===== src/rtl/param_mod_counter.sv =====
// Parametrised modulus counter: up/down, parallel load with clamp, ci/co cascade, registered wrap pulse.
// Define PARAM_MOD_COUNTER_SAT_EN for saturating mode (the count holds at the terminal value and wrap never fires).
module param_mod_counter #(
  parameter int     WIDTH   = 8,
  parameter longint MODULUS = 256
) (
  input  logic             clk,
  input  logic             mr,
  input  logic             load,
  input  logic             en,
  input  logic             ci,
  input  logic             up,
  input  logic [WIDTH-1:0] d,
  output logic [WIDTH-1:0] q,
  output logic             tc,
  output logic             co,
  output logic             wrap
);

  generate
    if (WIDTH < 2 || WIDTH > 32) begin : g_bad_width
      $fatal(1, "param_mod_counter: WIDTH=%0d outside 2..32", WIDTH);
    end
    if (MODULUS < 2 || MODULUS > (64'sd1 <<< WIDTH)) begin : g_bad_mod
      $fatal(1, "param_mod_counter: MODULUS=%0d outside 2..2^WIDTH", MODULUS);
    end
  endgenerate

  // The terminal value is held one bit wider so that MODULUS = 2^WIDTH compares exactly.
  localparam logic [WIDTH:0]   LAST   = (WIDTH+1)'(MODULUS - 64'sd1);
  localparam logic [WIDTH-1:0] LAST_Q = LAST[WIDTH-1:0];

  logic [WIDTH-1:0] r_q;
  logic             r_wrap;

  logic             w_at_last;
  logic             w_at_zero;
  logic             w_tc;
  logic             w_step;
  logic [WIDTH-1:0] w_d_clamp;
  logic [WIDTH-1:0] w_q_nxt;
  logic             w_wrap_nxt;

  assign w_at_last = ({1'b0, r_q} == LAST);
  assign w_at_zero = (r_q == '0);
  assign w_tc      = up ? w_at_last : w_at_zero;
  assign w_step    = en & ci;
  assign w_d_clamp = ({1'b0, d} > LAST) ? LAST_Q : d;

  always_comb begin
    w_q_nxt    = r_q;
    w_wrap_nxt = 1'b0;
    if (!load) begin
      w_q_nxt = w_d_clamp;
    end else if (w_step) begin
      if (w_tc) begin
`ifdef PARAM_MOD_COUNTER_SAT_EN
        w_q_nxt = r_q;
`else
        w_q_nxt    = up ? '0 : LAST_Q;
        w_wrap_nxt = 1'b1;
`endif
      end else begin
        w_q_nxt = up ? r_q + WIDTH'(1) : r_q - WIDTH'(1);
      end
    end
  end

  always_ff @(posedge clk or posedge mr) begin
    if (mr) begin
      r_q    <= '0;
      r_wrap <= 1'b0;
    end else begin
      r_q    <= w_q_nxt;
      r_wrap <= w_wrap_nxt;
    end
  end

  assign q    = r_q;
  assign wrap = r_wrap;
  assign tc   = w_tc;
  // co stays combinational so a chain of stages advances on the same edge.
  assign co   = w_tc & w_step;

endmodule


===== config.mk =====
export PLATFORM = sky130hd
export DESIGN_NAME = param_mod_counter
export DESIGN_NICKNAME = d
export VERILOG_FILES = /design/src/rtl/param_mod_counter.sv
export SDC_FILE = /design/constraint.sdc
export NUM_CORES = 1
export LEC_CHECK = 0
export CORE_ASPECT_RATIO = 0.9
export CORE_MARGIN = 3
export CORE_UTILIZATION = 45
export DETAILED_ROUTE_END_ITERATION = 8
export PLACE_DENSITY_LB_ADDON = 0.12
export SLEW_MARGIN = 20
export SYNTH_ARGS = -nofsm -noshare
export SYNTH_HDL_FRONTEND = slang
export SYNTH_SLANG_ARGS = --single-unit

===== constraint.sdc =====
create_clock -name clk -period 2.3 [get_ports clk]
set_input_delay 0.46 -clock clk [delete_from_list [all_inputs] [get_ports clk]]
set_output_delay 0.46 -clock clk [all_outputs]
set_load 0.02 [all_outputs]

# --- Word level (Yosys, flattened, before mapping) ---
# Cells that the tools add are included.
totals:
  latch_bits: 0
  memories: 0
  input_bits: 14
  mem_bits_ro: 0
  wordCells: 18
  regBits: 9
  out_inout_bits: 11
  mem_bits_rw: 0
classes:
  add_sub_neg: 2
  bitwise: 2
  shifts: 0
  n_mul: 0
  order_cmp: 0
  mux: 9
  eq_ne: 2
  n_reduce_logical: 1
  n_div: 0
ops:
  columns: ["cell", "count"]
  rows:
  - ["$mux 8", 5]
  - ["$add 8x1->8 const B", 1]
  - ["$eq 8x8->1 const B", 1]
  - ["$logic_not 8->1", 1]
  - ["$sub 8x1->8 const B", 1]
  - ["$mux 1", 4]
  - ["$and 1x1->1", 2]
  - ["$ne 2x1->1 const B", 1]

# --- Depth between registers and ports, before layout ---
logic_depth:
  word_depth: 5
  ltp_mapped: 7

# --- Least setup slack after synthesis ---
# No wires, ideal clock.
synth_path:
  kind: "reg2out"
  startpoint: "reg r_q[7], in the netlist q[7]"
  endpoint: "out co"
  required_time_ps: 1840
  t_arrival_ps: 1464
  stages_incl_launch_ff: 5
  setup_slack_ps: 376
  cell_sequence: "dfrtp_1 nand4_1 or3_4 and2_4 nor2_1"
synth_between:
  elab_chain_cells: 3
  elab_cells_between_ends: 4
synth_rtl:
  columns: ["element", "line_no", "source"]
  rows:
  - ["start, declared", "33", "logic [WIDTH-1:0] r_q;"]
  - ["start signal, assigned", "74", "r_q <= w_q_nxt;"]
  - ["$eq 8x8->1 / $logic_not 8->1 (equally long branches)", "44, 45", null]
  - ["$mux 1 (*)", "46", "assign w_tc = up ? w_at_last : w_at_zero;"]
  - ["$and 1x1->1 (*)", "83", "assign co = w_tc & w_step;"]
  - ["end, declared", "16", "output logic co,"]
# Mark *: on every way between the ends. The rest lies on a longest branch, timed or not.

# --- Worst setup path after layout ---
layout_path:
  startpoint: "reg r_q[6], in the netlist q[6]"
  endpoint: "out co"
# Same word-level chain as after synthesis.

==> impl_metrics.csv <==
group,metric,value,unit
place,place_congestion,0.835,
clocking,cts.clk_slew.worst_paths,70,ps
floorplan,core,1550,sq um
setup_path,crit_path_end_kind,"output port",
synth,synth_cell_type_count,32,
timing,period_share,93.6,%
timing,fin_tns_setup,0,ps
job,cap_violations,0,
grt,grt_pass1_vias,891,
timing,fin_skew,8.64,ps
synth,synth_seq_area_share,28.5,%
setup_path,reg2regPathDepth,7,
place,port_buffers,24,
synth,synthTopCellsByArea,"dfrtp_1, ha_1, o21ai_2",
clocking,htreeDepth,1,
worst_hold_path,worstHoldPathType,"in -> async",
route,detail-route-antenna-nets,0,
pwr,power_density,794,nW/um^2
synth,yosysTopAreaCell,"dfrtp_1",
floorplan,rows,13,
synth,synthXorXnorAreaFrac,7.77,%
setup_path,critPathSlowestCell,"dfrtp_1",
route,drt-initial-drc-count,22,
route,wl,2670,um
timing,fmax,0.465,GHz
cells_and_area,area_growth,66.9,%
timing,slew_viol_final,0,
setup_path,worstPathMaxFanout,5,
clocking,clockBufferDepth,2,
synth,synth_top_area_share,28.5,%
timing,tightest_slew,385,ps
synth,synthesis.nets,110,
setup_path,worstPathArrival,1690,ps
place,place_ws,-426,ps
grt,grt_usage,24.5,%
status,outcome,"finished, final reports clean",
place,hpwl,1940,um
synth,synth_edf_count,0,
setup_path,cp.required,1840,ps
floorplan,die_h,45.7,um
synth,ys_warn_count,0,
setup_path,crit_path_start,"q[6]$_DFFE_PP0P_",
floorplan,die_area,2290,sq um
floorplan,ioPinCount,25,
clocking,cts_hold_buffers,0,
route,num_vias,934,
route,vias_per_cell,5.80,
synth,async_reset_ff_share,100,%
grt,grt_max_degree,13,
pwr,power.total,1.05,mW
timing,relSlewSlack,74.3,%
cells_and_area,final_cells,161,
pwr,vdd_drop_max,0.000612,V
floorplan,start_util,51.1,%
timing,finalWorstPathRequiredPeriod,2150,ps
synth,synth_simple_gate_area_share,15.2,%
route,wl_per_cell,16.6,um
timing,hold_viol_final,0,
clocking,clk_latency,270,ps
clocking,cts_tree,"built",
synth,postSynthCellCount,89,
clocking,cts-buffers-inserted,3,
place,dpl.cell_count,156,
timing,rsz0062_at_grt,"false",
cells_and_area,fin_area,1320,sq um
synth,synth_common_cells,"dfrtp_1, a21oi_1, inv_1, nand2_1, o22ai_1",
grt,grt_overflow,0,
setup_path,cpPeakStageDelay,480,ps
grt,antenna_found_initial,0,
timing,fin_ws,148,ps
synth,ys_ff_latch,9,
cells_and_area,drive_gt1_share,38.1,%
setup_path,worstPathCellList,"nand3_1 > or3_4 > and2_4 > nor2_1 > buf_2",
synth,synth_ff_type,"dfrtp_1",
clocking,cts_root_buf,"clkbuf_4",
place,placed_area,1220,sq um
cells_and_area,final_util,85.3,%
timing,setup_viol,0,
synth,yosysMostFrequentCell,"dfrtp_1",
cells_and_area,diodes,0,
setup_path,rr_startpoint,"q[1]$_DFFE_PP0P_",
synth,synth_top_family_by_area,"compound AO/OA/AOI/OAI gates",
cells_and_area,final_nets,161,
cells_and_area,nFillCells,95,
synth,synth-compound-area-share,31.7,%
route,first_pass_iters,4,
synth,synth-adder-area-share,12.0,%
route,drc,0,
pwr,power.leakage,0.582,nW
clocking,cts.sinks,9,
floorplan,die_x,50.2,um
synth,synthMuxAreaShare,0,%
grt,grt_pass1_wl,4040,um
synth,avgSynthCellArea,8.87,sq um
setup_path,start_kind,"flop",
setup_path,path_class,"reg -> out",
timing,whs,463,ps
synth,synth_area,790,sq um
worst max-delay path: cells and delay by family, from the launching register on:
| kind | cells | cell delay, ps |
|---|---|---|
| DFF | 1 | 480 |
| and+or+nand+nor | 4 | 770 |
| buffers and inverters | 1 | 180 |
metal layers:
| metal | vias up | track usage (%) | wire length (um) | part of all wire, % |
|---|---|---|---|---|
| met3 | 11 | 2.95 | 158 | 5.9 |
| met1 | 449 | 28.6 | 1080 | 40 |
| li1 | 430 | - | - | - |
| met4 | 0 | 13.3 | 98 | 3.7 |
| met2 | 44 | 44.3 | 1340 | 50 |
| met5 | - | 0 | 0 | 0 |
registers in the layout, summed over array words and instances (netlist names):
register  cells
wrap          1
q             8
layout make-up:
type                    instances  area [sq um]  share of cell area (%)
clock buffers                   4          26.3                    1.99
inverters                       7          30.0                    2.28
multi-input cells              71           596                    45.2
flip-flops and latches          9           225                    17.1
well taps                      22          27.5                    2.09
repair buffers                 48           413                    31.3
power breakdown:
group | internal, mW | switching (mW) | leakage, nW
Sequential | 0.192 | 0.0391 | 0.105
Clock | 0.0671 | 0.0625 | 0.0150
Combinational | 0.354 | 0.331 | 0.462
logic make-up after synthesis:
group	count (synthesis)
fa+ha+maj	7
flops	9
buf+inv	9
xor+xnor	7
simple gates	22
compound gates	35
layout by cell type, fill, tap and decap left out, types with 2 or more instances in the layout:
| cell type | instances |
|---|---|
| inv_1 | 6 |
| nand3_1 | 2 |
| nor2_1 | 4 |
| a21oi_1 | 6 |
| and2_4 | 2 |
| o21ai_0 | 3 |
| o21ai_2 | 7 |
| nand2_1 | 7 |
| xnor2_1 | 3 |
| ha_1 | 2 |
| ha_4 | 3 |
| a21oi_2 | 2 |
| clkdlybuf4s50_1 | 21 |
| clkbuf_4 | 3 |
| xor2_1 | 3 |
| a21o_1 | 2 |
| buf_2 | 2 |
| dfrtp_1 | 9 |
| buf_4 | 24 |
| o22ai_1 | 7 |
path summary, 6_finish.rpt:
kind,slack [ps],to
max,150,co
min,460,q[3]$_DFFE_PP0P_
max reg2reg,350,q[4]$_DFFE_PP0P_
min reg2reg,710,q[5]$_DFFE_PP0P_
max in group asynchronous,1560,q[2]$_DFFE_PP0P_
min in group clk,710,q[5]$_DFFE_PP0P_
what timing repair did:
action / in CTS / in global routing
gates resized for setup: 11 / 10
pin swaps: 0 / 5
buffers inserted: 0 / 1
setup endpoints to repair: 5 / 5
Power figures use the tool's default switching activity.
